[src/rtl/operand_align.sv]
// Operand alignment stage for single-precision add/subtract.
// Chooses the larger-exponent operand and right-shifts the other one,
// one bit per clock, until both share that exponent. The bits shifted
// out are kept as guard, round and sticky.
module operand_align (
  input  logic        clk,
  input  logic        rst,
  input  logic        in_valid,
  output logic        in_ready,
  input  logic [7:0]  exp1,
  input  logic [7:0]  exp2,
  input  logic [22:0] sig1,
  input  logic [22:0] sig2,
  input  logic [1:0]  n_concat,
  output logic        out_valid,
  input  logic        out_ready,
  output logic [7:0]  exp_out,
  output logic [23:0] sig_big,
  output logic [23:0] sig_small,
  output logic [2:0]  grs,
  output logic        swapped
);

  typedef enum logic [1:0] {IDLE, SHIFT, DONE} state_t;

  // The maximum useful shift is 27 (24 mantissa bits plus 3 guard bits).
  localparam logic [4:0] MAX_SHIFT = 5'd27;

  state_t      state_reg;
  logic [7:0]  exp_out_reg;
  logic [23:0] sig_big_reg;
  logic [26:0] align_reg;
  logic [4:0]  count_reg;
  logic        swapped_reg;

  logic        swap_sel;
  logic [7:0]  exp_diff;
  logic [4:0]  shift_cnt;
  logic [23:0] man1;
  logic [23:0] man2;

  // Operand comparison and shift count for the pair on the inputs.
  // Equal exponents keep op1 as the "big" operand; the significands are
  // never compared.
  always_comb begin
    swap_sel  = (exp2 > exp1);
    exp_diff  = swap_sel ? (exp2 - exp1) : (exp1 - exp2);
    shift_cnt = (exp_diff > 8'd27) ? MAX_SHIFT : exp_diff[4:0];
    man1      = {~n_concat[1], sig1};
    man2      = {~n_concat[0], sig2};
  end

  // Control and datapath registers: accept, shift one bit per cycle, hold.
  always_ff @(posedge clk or posedge rst) begin
    if (rst) begin
      state_reg   <= IDLE;
      exp_out_reg <= 8'd0;
      sig_big_reg <= 24'd0;
      align_reg   <= 27'd0;
      count_reg   <= 5'd0;
      swapped_reg <= 1'b0;
    end else begin
      case (state_reg)
        IDLE: begin
          if (in_valid) begin
            swapped_reg <= swap_sel;
            exp_out_reg <= swap_sel ? exp2 : exp1;
            sig_big_reg <= swap_sel ? man2 : man1;
            align_reg   <= {(swap_sel ? man1 : man2), 3'b000};
            count_reg   <= shift_cnt;
            state_reg   <= (shift_cnt == 5'd0) ? DONE : SHIFT;
          end
        end
        SHIFT: begin
          // Logical right shift; the bit leaving position 0 is ORed into
          // the new position 0 so the sticky bit accumulates.
          align_reg <= {1'b0, align_reg[26:2], align_reg[1] | align_reg[0]};
          count_reg <= count_reg - 5'd1;
          if (count_reg == 5'd1) begin
            state_reg <= DONE;
          end
        end
        DONE: begin
          if (out_ready) begin
            state_reg <= IDLE;
          end
        end
        default: begin
          state_reg <= IDLE;
        end
      endcase
    end
  end

  // Output decode. The aligned significand is only exposed once shifting
  // has finished so intermediate shift states never appear on sig_small.
  always_comb begin
    in_ready  = (state_reg == IDLE);
    out_valid = (state_reg == DONE);
    exp_out   = exp_out_reg;
    sig_big   = sig_big_reg;
    swapped   = swapped_reg;
    sig_small = (state_reg == DONE) ? align_reg[26:3] : 24'd0;
    grs       = (state_reg == DONE) ? align_reg[2:0]  : 3'd0;
  end

endmodule
[config.mk]
export PLATFORM = sky130hd
export DESIGN_NAME = operand_align
export DESIGN_NICKNAME = d
export VERILOG_FILES = /design/src/rtl/operand_align.sv
export SDC_FILE = /design/constraint.sdc
export NUM_CORES = 1
export LEC_CHECK = 0
export CORE_ASPECT_RATIO = 0.75
export CORE_MARGIN = 10
export CORE_UTILIZATION = 45
export CTS_CLUSTER_DIAMETER = 40
export DETAILED_ROUTE_END_ITERATION = 6
export PLACE_DENSITY_LB_ADDON = 0.2
export SYNTH_ARGS = -nofsm -noshare
export SYNTH_HDL_FRONTEND = slang
export SYNTH_SLANG_ARGS = --single-unit
export TNS_END_PERCENT = 100
[constraint.sdc]
create_clock -name clk -period 2.5 [get_ports clk]
set_input_delay 0.25 -clock clk [delete_from_list [all_inputs] [get_ports clk]]
set_output_delay 0.25 -clock clk [all_outputs]
set_load 0.005 [all_outputs]
After elaboration in Yosys (flattened, before gate mapping)
Cells that the tools add are included.

Bits in latches: 0. Memories: 0. Word-level logic and storage cells: 42. Input bits: 68. Bits in read-only memories: 0. Output and inout port bits: 62. RAM bits: 0. Register bits: 67.

Shifts and indexed selects: 0. Reductions and logical operators: 6. Div/mod/pow operators: 0. Equality and inequality tests: 6. Add/sub/neg operators: 3. Order comparisons: 2. Muxes and demuxes: 16. Multipliers: 0. Bitwise gates (word level): 3.

Operator list (number): 24-bit 2-to-1 mux (3); 27-bit one-hot mux with 2 select lines (1); 27-bit 2-to-1 mux (1); 8-bit 2-to-1 mux (2); 8-bit subtractor (2); 5-bit 2-to-1 mux (2); 5-bit one-hot mux with 2 select lines (1); 8-bit by 5-bit > comparator with 1-bit output, second input constant (1); 8-bit > comparator (1); 2-bit 2-to-1 mux (4); 2-bit one-hot mux with 3 select lines (1); 5-bit by 1-bit == test with 1-bit output, second input constant (1); 5-bit logical NOT (1); 5-bit by 1-bit subtractor with 5-bit output, second input constant (1); 2-bit inequality test, second input constant (2); 2-bit AND reduction (2); 3-bit 2-to-1 mux (1); 3-bit AND reduction (1); 2-bit by 1-bit == test with 1-bit output, second input constant (1); 2-bit == test, second input constant (1); 2-bit logical NOT (1); 2-bit by 1-bit inequality test with 1-bit output, second input constant (1); 1-bit inverter (2); 2-bit nonzero test (1); 1-bit OR (1).

Longest topological paths before layout
Gate-level depths: netlist (run 1).

Depth after elaboration: 8. Gate-level depth with buffers: 12. Mapped depth without buffers: 12.

Worst setup path before layout (run 1)
No wires, ideal clock.

Path type: input-to-reg. From: input port exp2[0]. To: register count_reg[1]. Stages on the path: 12. Buffers on the path: 0. Required time: 2350 ps. Arrival: 2285 ps. Slack: 65 ps. Setup time: 150 ps. Cell sequence: inv_1 > ha_1 > inv_1 > fa_1 > a211o_1 > a21boi_2 > a211oi_4 > and3b_1 > o21ai_1 > and2_4 > a311oi_1 > a222oi_1.

Word-level cells in the longest chain between the ends: 6. Elaborated cells on any way between the ends: 8. Classes of those cells: add/sub (2); order compare (2); mux (4).

RTL lines: start: declaration (line 11) `input logic [7:0] exp2,`; 8-bit subtractor / 8-bit > comparator (equally long branches) (line 47, 46); 8-bit 2-to-1 mux (*) (line 47) `exp_diff = swap_sel ? (exp2 - exp1) : (exp1 - exp2);`; 8-bit by 5-bit > comparator with 1-bit output (line 48) `shift_cnt = (exp_diff > 8'd27) ? MAX_SHIFT : exp_diff[4:0];`; 5-bit 2-to-1 mux (*) (line 48); 5-bit 2-to-1 mux (*) (line 65) `if (in_valid) begin`; 5-bit one-hot mux with 2 select lines (*) (line 63) `case (state_reg)`; end signal: assignment (line 70) `count_reg <= shift_cnt;`; end signal: assignment (line 78) `count_reg <= count_reg - 5'd1;`; end: declaration (line 33) `logic [4:0] count_reg;`.

Every way passes the cells marked *; elsewhere a longest branch is shown, timed or not. The select of a mux whose other input is x is not followed. A chain may end at the register's enable or synchronous reset.

Final worst setup path (run 1)
Same ends and word-level chain as after synthesis.

==> results of run 1 <==
tightest hold or removal path: cells and delay by family:
family / cells / cell delay (ps)
buf+inv: 1 / 130
compound gates: 2 / 170
routing by layer:
metal  track usage [%]  share of wire [%]  vias up
met5                 0                  0        -
met4             5.486               0.99        0
met3             7.577                8.1       15
met2             33.09                 49      134
met1             25.84                 42     2015
li1                  -                  -     2045
cell usage after synthesis (all sizes together), types with 2 or more instances:
master,n,area (µm²)
xnor2,3,41.29
a211oi,4,42.54
a21o,5,37.54
inv,27,101.4
nand3,4,20.02
fa,2,40.04
nand3b,4,30.03
buf,10,67.56
a22oi,25,187.7
o211ai,2,15.01
a22o,2,17.52
nand2b,2,12.51
a21oi,19,95.09
and2,31,196.4
nand2,46,172.7
dfrtp,67,1677
nor3,5,25.02
o21ai,67,335.3
o31ai,2,15.01
nor2b,2,12.51
mux2,3,33.78
nor2,18,67.56
nor4,2,18.77
nor4b,2,23.77
a211o,3,26.28
clkbuf,22,82.58
ha,17,212.7
mux2i,51,510.5
worst max-delay path by stage:
stage,to,cells past startpoint,start,slack (ps)
final,count_reg[1],13,exp2[0],50
after global routing,exp_out[0],22,exp1[0],7
after CTS,count_reg[1],13,exp2[0],5
after detailed placement,count_reg[1],12,exp2[0],-850
after global placement,count_reg[1],12,exp2[0],-770
after floorplan,count_reg[1],12,exp2[0],70
stage by stage:
step           hold slack (ps)  total power (W)  area (µm²)  instances
5_1_grt                  264.2         0.006390        6844        793
3_5_place_dp             469.4         0.004585        6078        752
6_report                 251.0         0.005926        6844        793
2_1_floorplan            335.7         0.003208        4285        466
3_3_place_gp             460.8         0.004488        6078        752
4_1_cts                  248.2         0.005914        6724        792
where the power goes:
part	total, W	switching (W)	internal [W]
logic	0.00280	0.00133	0.00147
registers	0.00194	0.000346	0.00159
clock network	0.00119	0.000471	0.000717
total	0.00593	0.00215	0.00378
cell type report:
type	instances	area share, %
Clock inverter	4	0.3839
Sequential cell	67	24.50
Inverter	27	1.554
Multi-Input combinational cell	340	38.65
Clock buffer	11	3.693
Tap cell	128	2.340
Timing Repair Buffer	216	28.88
timing repair:
item / 4_1_cts / 5_1_grt
setup buffers: 25 / 1
pin swaps: 23 / 17
hold buffers: 0 / 0
hold endpoints to repair: 0 / 0
endpoints found under the setup margin: 51 / 25
resized for setup: 59 / 38
cell families after synthesis:
group	after synthesis	synth area share [%]
xor+xnor	4	1.168
simple gates	120	14.16
mux	54	12.70
compound gates	143	21.08
flops	67	39.12
buf+inv	59	5.869
fa+ha+maj	19	5.898
==> run summary, run 1 <==
fin crit share = 98.04%
Largest register FFs = 27
Post-Syn Area per Cell = 9.196 µm²
CP startpoint kind = input port
# diodes = 0
WP data required = 2720 ps
Initial Utilization = 46.79%
crit path buf inv count = 4
gp weighted congestion = 0.9577
initial antenna violation count = 0
GRT Util Overall = 20.72%
Die W = 132.7 µm
largest net degree at the start of global routing = 74
Clock Sinks = 67
WHS Endpoint = exp_out[0]
final worst slack = 49.02 ps
area grow syn2layout = 59.71%
Finish-stage setup viols = 0
layout cell share with drive strength beyond 1 = 24.81%
Reg area = 1677 µm²
Seq cells post-synth = 67
max-cap violation count = 0
TritonCTS clock tree = done
I/O pin cnt = 130
syn_nets = 553
R2R cell count = 7
slowest CP cell = fa_2
RSZ-0062 raised after global routing = false
DP HPWL = 10,360 µm
Static Leak = 3.069 nW
via density per instance = 5.308
nets = 748
Slew HR = 46.18%
Peak VDD IR = 0.4968 mV
most frequent cells in the layout = clkdlybuf4s50_1, buf_4, dfrtp_1, o21ai_0, mux2i_1
commonest non-fill, non-tap cell in the layout = clkdlybuf4s50_1
CTS Buffer Depth = 2
routed len/inst = 18.39 µm
fin. max-slew vios = 0
Cell Pwr Density = 865.9 nW/µm²
crit end category = flip-flop
ys flop type = dfrtp_1
FP Rows = 30
DRT Pass-1 Iters = 4
worst hold stages = 3
worst reg-to-reg setup slack = 670 ps
post-route ant nets = 0
pre-CTS WS = -845.1 ps
HP Class = input port to flip-flop
DR iter-0 viols = 287
hold_sp = exp2[0]
Worst-Skew Late Latency = 330 ps
mapped cell area = 4285 µm²
Post-synth EDFFs = 0
IO buf count = 129
DRT Wirelength = 14,580 µm
setup_tns = 0 ps
multi-input logic area = 2645 µm²
critical path class = input port to flip-flop
Vias = 4,209
die height = 104.5 µm
first-pass GRT wire length = 23,380 µm
Distinct cells, synth = 54
die area = 13,870 µm²
critical-path cell list = buf_4 > inv_4 > ha_4 > inv_2 > fa_2 > a211o_1 > a21boi_2 > a211oi_4 > buf_4 > mux2i_4 > xnor2_4 > a311oi_4 > a222oi_1
Worst-path clk slew = 60 ps
Peak Freq = 408.0 MHz
vias in the first global route = 4,226
run status = completed
Hold Fails Final Rpt = 0
clock skew = 6.266 ps
register area share after synthesis = 39.12%
async set or reset register ratio after synthesis = 100.0%
Post-route DRC = 0
GRT overflow = 0
Tmin final = 2451 ps
CTS root buf = clkbuf_16
utilization after layout = 74.73%
CTS H-Tree Depth = 3
synthesis warning total = 0
FILL cells = 694
FF-to-FF End = state_reg[1]
Worst Path Max Fanout = 4
crit-path most repeated cell = buf_4
Worst-Margin Slew = 796.8 ps
CTS buffer count = 9
cell count after synthesis = 466
worst r2r src = count_reg[1]
worst stage delay on the critical path = 350 ps
Core Region = 9159 µm²
crit path DAT = 2670 ps
CP top delay family = compound AO/OA/AOI/OAI gates
(Power assumes the default switching activity.)
==> inputs of run 2 (changes only) <==
--- a/config.mk
+++ b/config.mk
@@ -9,7 +9,9 @@
 export CORE_MARGIN = 10
 export CORE_UTILIZATION = 45
 export CTS_CLUSTER_DIAMETER = 40
+export CTS_CLUSTER_SIZE = 20
 export DETAILED_ROUTE_END_ITERATION = 6
+export DONT_BUFFER_PORTS = 1
 export PLACE_DENSITY_LB_ADDON = 0.2
 export SYNTH_ARGS = -nofsm -noshare
 export SYNTH_HDL_FRONTEND = slang
==> run 2 against run 1 <==
  * Clock-buffer cell count stayed put
  * Design area down 28%
  * Critical path type unchanged
  * Core utilization shrank 21 points
  * Die area stayed put
  * Register-to-register slack improved by 80 ps
==> run summary, run 2 (same netlist as run 1, synthesis figures left out) <==
Static Leak = 2.250 nW (-27%)
Worst Path Max Fanout = 8 (+4)
WP data required = 2680 ps (-40 ps)
die area = 13,870 µm² (unchanged)
TritonCTS clock tree = done
Initial Utilization = 46.79% (unchanged)
crit path DAT = 2530 ps (-140 ps)
pre-CTS WS = -205.7 ps (+639.4 ps)
placed inst area = 4532 µm² (-25%)
DRT Pass-1 Iters = 5 (+1)
via density per instance = 5.685 (+7.1%)
Slew HR = 39.77% (-6.4 points)
Finish-stage setup viols = 0 (unchanged)
commonest non-fill, non-tap cell in the layout = dfrtp_1
largest net degree at the start of global routing = 59 (-20%)
final worst slack = 145.8 ps (+96.78 ps)
routed len/inst = 19.51 µm (+6.1%)
HP Class = input port to flip-flop
CTS buffer count = 9 (unchanged)
critical path class = input port to flip-flop
Worst-Margin Slew = 902.5 ps (+105.6 ps)
Vias = 3,468 (-18%)
RSZ-0062 raised after global routing = false
vias in the first global route = 3,530 (-16%)
final instance area = 4917 µm² (-28%)
CP startpoint kind = input port
fin. max-slew vios = 0 (unchanged)
Hold Fails Final Rpt = 0 (unchanged)
first-pass GRT wire length = 19,650 µm (-16%)
GRT overflow = 0 (unchanged)
FILL cells = 846 (+22%)
Core Region = 9159 µm² (unchanged)
most frequent cells in the layout = dfrtp_1, o21ai_0, mux2i_1, nand2_1
max-cap violation count = 0 (unchanged)
FP Rows = 30 (unchanged)
Die W = 132.7 µm (unchanged)
worst reg-to-reg setup slack = 750 ps (+80 ps)
Tmin final = 2354 ps (-96.78 ps)
Cell Pwr Density = 1066 nW/µm² (+23%)
GRT Util Overall = 17.26% (-3.5 points)
worst r2r src = state_reg[0]
Setup crit start = exp2[0]
run status = completed
fin crit share = 94.17% (-3.9 points)
initial antenna violation count = 0 (unchanged)
# diodes = 0 (unchanged)
IO buf count = 0 (-100%)
DR iter-0 viols = 315 (+9.8%)
crit end category = flip-flop
nets = 564 (-25%)
hold_sp = in_valid
post-route ant nets = 0 (unchanged)
CTS H-Tree Depth = 3 (unchanged)
clock skew = 4.394 ps (-1.873 ps)
Largest register FFs = 27 (unchanged)
# Post-CTS Setup Buffers = 0 (-100%)
DP HPWL = 9342 µm (-9.8%)
Worst-path clk slew = 60 ps (about the same)
area grow syn2layout = 14.74%
fin cells = 610 (-23%)
layout cell share with drive strength beyond 1 = 13.07% (-12 points)
CTS root buf = clkbuf_16
die height = 104.5 µm (unchanged)
Peak VDD IR = 0.4973 mV (about the same)
Peak Freq = 424.8 MHz (+4.1%)
I/O pin cnt = 130 (unchanged)
DRT Wirelength = 11,900 µm (-18%)
CTS Buffer Depth = 2 (unchanged)
Clock Sinks = 67 (unchanged)
utilization after layout = 53.69% (-21 points)
Worst-Skew Late Latency = 330 ps (about the same)
Cell Count Post-Placement = 592 (-21%)
Post-route DRC = 0 (unchanged)
gp weighted congestion = 0.9271 (-3.2%)
run 2: stage by stage:
stage,TNS [ps],total power [W],hold WS [ps]
final,0,0.005240,88.27
after global placement,-263.3,0.003697,159.8
after global routing,0,0.005647,92.09
after floorplan,0,0.003208,335.7
after detailed placement,-884.3,0.003757,154.9
after CTS,0,0.005302,79.44
run 2: final timing paths:
check / endpoint / cells after the start
worst min register to register: align_reg[26] / 2
min in group asynchronous: align_reg[23] / 2
worst min-delay path: state_reg[1] / 1
worst max register to register: sig_big[12] / 5
max in group asynchronous: align_reg[8] / 3
worst max-delay path: count_reg[1] / 12
run 2: where the power goes:
group | total (W) | internal, W | switching [W]
clock network | 0.00152 | 0.00103 | 0.000482
logic | 0.00169 | 0.000693 | 0.000999
registers | 0.00203 | 0.00159 | 0.000439
total | 0.00524 | 0.00332 | 0.00192
run 2: area by class of cell:
class / count / area, µm² / area share, %
clock inverter: 5 / 107.6 / 2.188
tap: 128 / 160.2 / 3.257
sequential: 67 / 1677 / 34.10
timing repair buffer: 32 / 245.2 / 4.987
clock buffer: 11 / 252.7 / 5.140
inverter: 27 / 101.3 / 2.061
multi-input combinational: 340 / 2374 / 48.27
run 2: what timing repair did:
item | 4_1_cts | 5_1_grt
resized for setup | 0 | 1
hold buffers | 2 | 0
setup endpoints to repair | 0 | 5
hold endpoints to repair | 19 | 0
run 2: worst max-delay path, stage by stage:
cell	delay [ps]
inv_1	40
ha_1	150
inv_1	50
fa_1	400
a211o_1	340
a21boi_2	190
a211oi_4	120
and3b_1	230
o21ai_1	60
and2_4	190
a311oi_1	350
a222oi_1	150
run 2: per-layer routing:
layer | vias up | global-route usage (%) | part of all wire, %
met3 | 14 | 7.095 | 9.5
met5 | - | 0 | 0
met2 | 116 | 25.82 | 45
met4 | 0 | 5.329 | 1.4
li1 | 1675 | - | -
met1 | 1663 | 22.19 | 44
==> inputs of run 3 (changes only) <==
==> constraint.sdc (replaced) <==
create_clock -name clk -period 2.95 [get_ports clk]
set_input_delay 0.295 -clock clk [delete_from_list [all_inputs] [get_ports clk]]
set_output_delay 0.295 -clock clk [all_outputs]
set_load 0.005 [all_outputs]
==> run 3 against run 2 <==
  * Clock power down 18%
  * Register-to-register slack better by 350 ps
  * Global-route usage down 0.74 points
  * Clock-buffer cell count down 1
  * Routed wire length down 1.1%
  * Power down 17%
  * Design area down 3.3%
  * Worst hold slack worse by 40 ps
  * Critical path depth down 2
  * Sequential share of layout area up 1.1 points
==> run summary, run 3 (same netlist as run 1, synthesis figures left out) <==
run status = completed
top sig layer = met4
gp weighted congestion = 0.9304 (+0.36%)
Tmin final = 2462 ps
first-pass GRT wire length = 19,140 µm (-2.6%)
Worst Path Max Fanout = 12 (+4)
CTS root buf = clkbuf_16
GRT overflow = 0 (unchanged)
nets = 546 (-3.2%)
largest net degree at the start of global routing = 80 (+36%)
fin crit share = 83.46%
Largest register FFs = 27 (unchanged)
Die W = 132.7 µm (unchanged)
Hold Fails Final Rpt = 0 (unchanged)
CTS buffer count = 9 (unchanged)
Finish-stage setup viols = 0 (unchanged)
routed wl met3 = 1160 µm (+2.3%)
IO buf count = 0 (unchanged)
post-route ant nets = 0 (unchanged)
Worst-path clk slew = 60 ps (about the same)
initial antenna violation count = 0 (unchanged)
utilization after layout = 51.94% (-1.7 points)
TritonCTS clock tree = done
FP Rows = 30 (unchanged)
fin. max-slew vios = 0 (unchanged)
R2R cell count = 5 (unchanged)
placed inst area = 4404 µm² (-2.8%)
CTS H-Tree Depth = 3 (unchanged)
Slew HR = 38.30% (-1.5 points)
commonest non-fill, non-tap cell in the layout = dfrtp_1
Clock Sinks = 67 (unchanged)
area grow syn2layout = 11.01%
Peak Freq = 406.2 MHz
crit end category = flip-flop
critical path class = input port to flip-flop
hold slack = 48.65 ps (-39.62 ps)
DR WL met2 = 5325 µm (-0.21%)
final instance area = 4757 µm² (-3.3%)
Vias = 3,433 (-1.0%)
die height = 104.5 µm (unchanged)
Worst-Margin Slew = 924.5 ps (+22.02 ps)
PostCTS Resize Cnt = 0 (unchanged)
DRT Wirelength = 11,760 µm (-1.1%)
crit path DAT = 2640 ps (+110 ps)
# diodes = 0 (unchanged)
Initial Utilization = 46.79% (unchanged)
# Post-CTS Setup Buffers = 0 (unchanged)
setup_tns = 0 ps (unchanged)
max-cap violation count = 0 (unchanged)
cts hold-fix bufs = 1 (-1)
via density per instance = 5.799 (+2.0%)
DP HPWL = 9034 µm (-3.3%)
I/O pin cnt = 130 (unchanged)
Core Region = 9159 µm² (unchanged)
vias in the first global route = 3,437 (-2.6%)
layout cell share with drive strength beyond 1 = 9.483% (-3.6 points)
GRT Util Overall = 16.53% (-0.74 points)
Static Leak = 2.146 nW (-4.6%)
CTS Buffer Depth = 2 (unchanged)
Cell Pwr Density = 915.6 nW/µm² (-14%)
Peak VDD IR = 0.3833 mV (-23%)
DRT Pass-1 Iters = 4 (-1)
DR iter-0 viols = 219 (-30%)
wire length on met1 = 5195 µm (-1.2%)
Post-route DRC = 0 (unchanged)
most frequent cells in the layout = dfrtp_1, o21ai_0, mux2i_1, nand2_1, and2_1
routed len/inst = 19.87 µm (+1.9%)
clock skew = 5.568 ps (+1.174 ps)
CP startpoint kind = input port
Worst-Skew Late Latency = 330 ps (about the same)
worst hold stages = 1 (unchanged)
die area = 13,870 µm² (unchanged)
WP data required = 3130 ps (+450 ps)
HP Class = input port to flip-flop
RSZ-0062 raised after global routing = false
-- run 3: path summary, 6_finish.rpt --
check,slack [ps],to,from
max reg2reg,1100,sig_big[4],state_reg[0]
max in group asynchronous,1680,align_reg[15],rst
min reg2reg,520,sig_big[22],sig_big[22]
max,490,count_reg[1],exp1[4]
min in group asynchronous,520,align_reg[1],rst
min,50,align_reg[0],in_valid
-- run 3: area by class of cell --
type	instances	area, µm²
repair buffers	14	107.6
multi-input cells	340	2369
inverters	27	101.3
clock inverters	6	113.9
well taps	128	160.2
flip-flops and latches	67	1677
clock buffers	10	229.0
fillers	878	4402
-- run 3: critical path: stages --
cell and delay (ps):
inv_1 30, ha_1 520, o211a_1 260, a21boi_2 80, a211oi_4 420, nor4b_2 260
o21ai_1 110, and2_4 170, a311oi_1 330, a222oi_1 150
-- run 3: per-layer routing --
metal  up-vias  global-route usage, %
met1      1664                  21.42
met3         8                  6.853
met5         -                      0
met4         0                  3.527
li1       1636                      -
met2       125                  25.18
-- run 3: through the flow --
stage | cells | setup WS [ps] | total power [W]
after global routing | 592 | 310.7 | 0.004692
final | 592 | 487.9 | 0.004356
after global placement | 575 | 240.3 | 0.003089
after floorplan | 466 | 470.1 | 0.002718
after CTS | 592 | 521.5 | 0.004404
after detailed placement | 575 | 165.3 | 0.003144
-- run 3: power breakdown --
group          internal [W]  switching [W]  total (W)
logic              0.000555       0.000831    0.00139
registers           0.00135       0.000374    0.00172
clock network      0.000828       0.000418    0.00125
